===== config.mk =====
export PLATFORM = sky130hd
export DESIGN_NAME = alu_share_ctrl
export DESIGN_NICKNAME = d
export VERILOG_FILES = /design/src/rtl/alu_share_ctrl.sv
export SDC_FILE = /design/constraint.sdc
export NUM_CORES = 1
export LEC_CHECK = 0
export CAP_MARGIN = 40
export CORE_UTILIZATION = 43
export CTS_CLUSTER_SIZE = 20
export DETAILED_ROUTE_END_ITERATION = 8
export PLACE_DENSITY = 0.93
export REMOVE_ABC_BUFFERS = 1
export SKIP_LAST_GASP = 1
export SLEW_MARGIN = 40
export SYNTH_ARGS = -nofsm -noshare
export SYNTH_HDL_FRONTEND = slang
export SYNTH_SLANG_ARGS = --single-unit

===== constraint.sdc =====
create_clock -name clk -period 3.39 [get_ports clk]
set_clock_uncertainty 0.05 [all_clocks]
set_input_delay 0.339 -clock clk [delete_from_list [all_inputs] [get_ports clk]]
set_output_delay 0.339 -clock clk [all_outputs]
set_load 0.02 [all_outputs]

===== src/rtl/alu_share_ctrl.sv =====
// alu_share_ctrl: shares one registered, enable-qualified ALU between two
// command requesters. It runs round-robin arbitration and keeps one command
// in flight. It sequences operand issue, the enable pulse and result capture.
// It also owns the ALU clock-gate enable: the enable drops after an idle
// timeout and is raised again when a command is accepted.
module alu_share_ctrl #(
  parameter int WIDTH         = 16,
  parameter int FUN_W         = 4,
  parameter int IDLE_GATE_CYC = 4
) (
  input  logic             clk,
  input  logic             rst,
  input  logic             req0_valid,
  output logic             req0_ready,
  input  logic [WIDTH-1:0] req0_a,
  input  logic [WIDTH-1:0] req0_b,
  input  logic [FUN_W-1:0] req0_fun,
  input  logic             req1_valid,
  output logic             req1_ready,
  input  logic [WIDTH-1:0] req1_a,
  input  logic [WIDTH-1:0] req1_b,
  input  logic [FUN_W-1:0] req1_fun,
  output logic [WIDTH-1:0] alu_a,
  output logic [WIDTH-1:0] alu_b,
  output logic [FUN_W-1:0] alu_fun,
  output logic             alu_enable,
  output logic             alu_clk_en,
  input  logic [WIDTH-1:0] alu_out,
  input  logic             alu_flag,
  output logic             rsp_valid,
  input  logic             rsp_ready,
  output logic             rsp_id,
  output logic [WIDTH-1:0] rsp_data,
  output logic             rsp_flag
);

  typedef enum logic [2:0] {
    S_IDLE    = 3'd0,
    S_WAKE    = 3'd1,
    S_ISSUE   = 3'd2,
    S_CAPTURE = 3'd3,
    S_RESP    = 3'd4
  } state_t;

  localparam int CNT_W = $clog2(IDLE_GATE_CYC + 1);
  localparam logic [CNT_W-1:0] CNT_MAX  = CNT_W'(IDLE_GATE_CYC);
  localparam logic [CNT_W-1:0] CNT_LAST = CNT_W'(IDLE_GATE_CYC - 1);

  state_t           state, state_nxt;
  logic             last_grant;
  logic             gnt0, gnt1, accept, idle_now;
  logic [CNT_W-1:0] idle_cnt;

  // Arbitration, handshakes and next-state decode.
  // The ready outputs are also gated by rst, so they stay low during reset.
  always_comb begin
    gnt1       = req1_valid && (!req0_valid || !last_grant);
    gnt0       = req0_valid && !gnt1;
    req0_ready = 1'b0;
    req1_ready = 1'b0;
    alu_enable = 1'b0;
    rsp_valid  = 1'b0;
    state_nxt  = state;
    case (state)
      S_IDLE: begin
        req0_ready = rst && gnt0;
        req1_ready = rst && gnt1;
        if (req0_ready || req1_ready)
          state_nxt = alu_clk_en ? S_ISSUE : S_WAKE;
      end
      S_WAKE:    state_nxt = S_ISSUE;
      S_ISSUE: begin
        alu_enable = 1'b1;
        state_nxt  = S_CAPTURE;
      end
      S_CAPTURE: state_nxt = S_RESP;
      S_RESP: begin
        rsp_valid = 1'b1;
        if (rsp_ready) state_nxt = S_IDLE;
      end
      default:   state_nxt = S_IDLE;
    endcase
    accept   = req0_ready || req1_ready;
    idle_now = (state == S_IDLE) && !req0_valid && !req1_valid;
  end

  // State register.
  always_ff @(posedge clk or negedge rst) begin
    if (!rst) state <= S_IDLE;
    else      state <= state_nxt;
  end

  // Latch the granted command on the accept edge. The operands stay on the
  // ALU inputs until the next accept, so they do not toggle while idle.
  always_ff @(posedge clk or negedge rst) begin
    if (!rst) begin
      alu_a      <= '0;
      alu_b      <= '0;
      alu_fun    <= '0;
      rsp_id     <= 1'b0;
      last_grant <= 1'b1;
    end else if (accept) begin
      alu_a      <= gnt1 ? req1_a : req0_a;
      alu_b      <= gnt1 ? req1_b : req0_b;
      alu_fun    <= gnt1 ? req1_fun : req0_fun;
      rsp_id     <= gnt1;
      last_grant <= gnt1;
    end
  end

  // Capture the ALU's registered result one cycle after the enable pulse.
  always_ff @(posedge clk or negedge rst) begin
    if (!rst) begin
      rsp_data <= '0;
      rsp_flag <= 1'b0;
    end else if (state == S_CAPTURE) begin
      rsp_data <= alu_out;
      rsp_flag <= alu_flag;
    end
  end

  // Idle timeout for the clock gate. The enable drops on the edge where the
  // count reaches the limit, and that can only happen in a quiet IDLE cycle.
  // An accept raises it again, and that is the cycle spent in WAKE.
  always_ff @(posedge clk or negedge rst) begin
    if (!rst) begin
      idle_cnt   <= '0;
      alu_clk_en <= 1'b0;
    end else begin
      if (idle_now) begin
        if (idle_cnt != CNT_MAX) idle_cnt <= idle_cnt + CNT_W'(1);
        if (idle_cnt >= CNT_LAST) alu_clk_en <= 1'b0;
      end else begin
        idle_cnt <= '0;
      end
      if (accept && !alu_clk_en) alu_clk_en <= 1'b1;
    end
  end

endmodule


==> run_results.csv <==
group,metric,value,unit
status,status,"finished clean",
pwr,p_per_area,907,nW/µm²
critical_path,critical_path.startpoint,"state[1]",
global_route,grt_max_degree,65,
pwr,sw_frac_of_total,36.1,%
floorplanning,fp-row-count,29,
cells_and_area,fin_area,4740,µm²
cts,cts_tree,"done",
cts,cts.path.max_buffers,2,
critical_path,required,3.00,ns
global_route,gr-total-overflow,0,
global_route,grt_util_all_layers,23.5,%
floorplanning,die_y,85.2,µm
pwr,peakVddDrop,515,µV
critical_path,cp.arrival,2.28,ns
cells_and_area,n_fill_cell,449,
floorplanning,ios,153,
timing,finalMaxSlewViolations,0,
logic_synthesis,synth_area_per_cell,13.8,µm²
logic_synthesis,synth_warnings,0,
logic_synthesis,yosysSeqAreaShare,52.2,%
pwr,total_leakage_power,1.84,nW
hold_path,hp-class,"input port to async pin",
floorplanning,fp.dieW,85.2,µm
logic_synthesis,yosys.area.top_type_share,51.3,%
logic_synthesis,ys_ff_latch,62,
logic_synthesis,synth_area_leaders,"dfrtp_1, a2bb2oi_2, o32ai_1, mux2_2, mux2_1",
critical_path,rrSetupSlack,1.27,ns
pwr,p_seq_share,31.7,%
cts,cts_root_buffer,"clkbuf_8",
cts,cts_sinks,62,
logic_synthesis,netlist_area,2980,µm²
cells_and_area,diodes,0,
critical_path,end_kind,"output port",
critical_path,critPathLaunchType,"flop",
detailed_routing,wl_per_cell,18.4,µm
cts,post_cts_buffers,0,
pwr,p_clk_share,17.5,%
timing,finalHoldViolations,0,
detailed_routing,finalWirelength,8.17,mm
timing,fmax,375,MHz
global_route,grt_pass1_wl,12.9,mm
placement,dpl.hpwl,5.82,mm
cts,path_clk_slew,0.07,ns
timing,relSlewSlack,54.4,%
critical_path,cp.buffers_inverters,1,
critical_path,crit_family,"simple AND/OR/NAND/NOR gates",
cts,cts_resized,0,
floorplanning,start_util,45.6,%
cts,insertion_delay,0.33,ns
detailed_routing,drt_pass1_iterations,6,
placement,placed_cells,428,
detailed_routing,drtIter0Drc,81,
timing,min_period,2.67,ns
placement,placed_area,4500,µm²
critical_path,path_cells,"nor4b_4 > nor3b_1 > clkdlybuf4s50_1",
cts,cts.htree.levels,3,
timing,tightest_slew,0.684,ns
critical_path,r2r_end,"alu_b[15]",
detailed_routing,vias,2503,
pwr,cell_internal_pwr,0.00275,W
cells_and_area,fin_cells,444,
critical_path,slowest_stage,"clkdlybuf4s50_1",
timing,grt_setup_unrepaired,"false",
detailed_routing,detail_route.drc_violations,0,
logic_synthesis,synth_top_area_cell,"dfrtp_1",
critical_path,rr_startpoint,"state[1]",
timing,finalCritPeriodShare,78.6,%
pwr,p_sw,0.00155,W
placement,routabilityCongestion,0.738,
critical_path,slowest_delay,0.68,ns
cells_and_area,drive_gt1_share,19.1,%
job,cap_violations,0,
global_route,grt_pass1_vias,2536,
detailed_routing,avgViaCountPerCell,5.64,
cts,cts_buffers,9,
logic_synthesis,yosys.cell_types.count,34,
floorplanning,die_area,7260,µm²
placement,io_buffer_count,152,
global_route,antenna_found_initial,0,
cells_and_area,area_growth_syn_to_layout,59.3,%
pwr,combPwrFrac,50.8,%
pwr,p_total,0.00430,W
cells_and_area,final_net_count,459,
critical_path,ff2ff_path_depth,4,
critical_path,worst-path-max-fanout,7,
logic_synthesis,syn_inst,216,
cts,holdBufCountCts,0,
detailed_routing,ant_nets,0,
floorplanning,fp.coreArea,6530,µm²
critical_path,crit_type,"flop to output port",
timing,finalSetupViolations,0,
## sequential cells by signal (all words and copies together), names as in the netlist
| signal | count |
|---|---|
| alu_a | 16 |
| alu_b | 16 |
| alu_clk_en | 1 |
| alu_fun | 4 |
| idle_cnt | 3 |
| last_grant | 1 |
| rsp_data | 16 |
| rsp_flag | 1 |
| rsp_id | 1 |
| state | 3 |
## cells in the final DEF, fill, tap and decap left out, drive strengths merged
cell and instances:
clkdlybuf4s50 151, dfrtp 61, o32ai 36, a2bb2oi 36
mux2 17, clkbuf 13, nand2 6, nor2 6
buf 6, a21oi 5, inv 5, nor3b 3
ha 3, bufinv 2, nor2b 1, nor4b 1
nor3 1, a21bo 1, and2b 1, nand3b 1
o21ai 1, a31oi 1, a211o 1, o22a 1
nand3 1, xnor2 1, o211ai 1, a21o 1
o21a 1, clkinv 1, dfstp 1
## synthesized netlist by cell type (all sizes together)
master,instances
a21oi,5
nand3,1
o21ai,1
nand2,6
o21a,1
xnor2,1
dfrtp,61
clkbuf,7
o32ai,36
a31oi,1
nor3b,3
nor2,6
buf,15
ha,3
a21bo,1
mux2,17
o22a,1
a21o,1
inv,5
a2bb2oi,36
a211o,1
dfstp,1
nor3,1
nor2b,1
and2b,1
nand3b,1
o211ai,1
nor4b,1
## area by class of cell
class                      count  area, µm²  share of cell area (%)
clock buffer                  13        169                    3.56
clock inverter                 3       65.1                    1.37
inverter                       5       18.8                   0.396
multi-input combinational    127       1280                    27.0
sequential                    62       1550                    32.8
tap                           77       96.3                    2.03
timing repair buffer         157       1560                    32.9
## kinds of logic (layout without fill, tap and decap cells)
logic type / Yosys count / count (layout) / synth area share [%]
AOI/OAI and AO/OA: 85 / 85 / 30.4
xor gates and xnor gates: 1 / 1 / 0.294
adders and majority gates: 3 / 3 / 1.26
buffers and inverters: 27 / 178 / 4.92
DFF: 62 / 62 / 52.2
muxes: 17 / 17 / 6.43
and+or+nand+nor: 21 / 21 / 4.54
## per-stage QoR
stage	setup TNS [ns]	setup slack (ns)	utilization, %	hold slack, ns
2_1_floorplan	-8.93	-0.317	-	-0.00659
3_3_place_gp	0	0.882	68.9	0.427
3_5_place_dp	0	0.793	68.9	0.435
4_1_cts	0	0.750	72.5	0.218
5_1_grt	0	0.633	72.6	0.141
6_report	0	0.724	72.6	0.100
## power groups by stage
| stage | Clock [W] | Combinational [W] | Sequential (W) |
|---|---|---|---|
| global placement | 0 | 0.00214 | 0.00134 |
| finish | 0.000752 | 0.00219 | 0.00136 |
| detailed placement | 0 | 0.00220 | 0.00137 |
| CTS | 0.000765 | 0.00221 | 0.00137 |
| floorplan | 0 | 0.000816 | 0.00173 |
| global route | 0.000800 | 0.00229 | 0.00141 |
## per-layer routing
metal  part of all wire, %  global-route usage, %  routed length (µm)
met5                     0                      0                   0
met4                   1.7                   9.71                 140
met3                   6.5                   8.07                 529
met2                    54                   42.4                4420
met1                    38                   25.2                3080
## worst max-delay path by stage
stage,end,depth (start not counted)
2_1_floorplan,alu_clk_en,3
3_3_place_gp,req1_ready,4
3_5_place_dp,req1_ready,4
4_1_cts,req0_ready,3
5_1_grt,req0_ready,3
6_report,req0_ready,3
## worst reg2reg max path, stage by stage, from the launching register on
cell and delay, ns:
dfrtp_1 0.49, nor4b_4 0.43, and2b_2 0.58, buf_4 0.32, a2bb2oi_2 0.17
(Power assumes the default switching activity.)
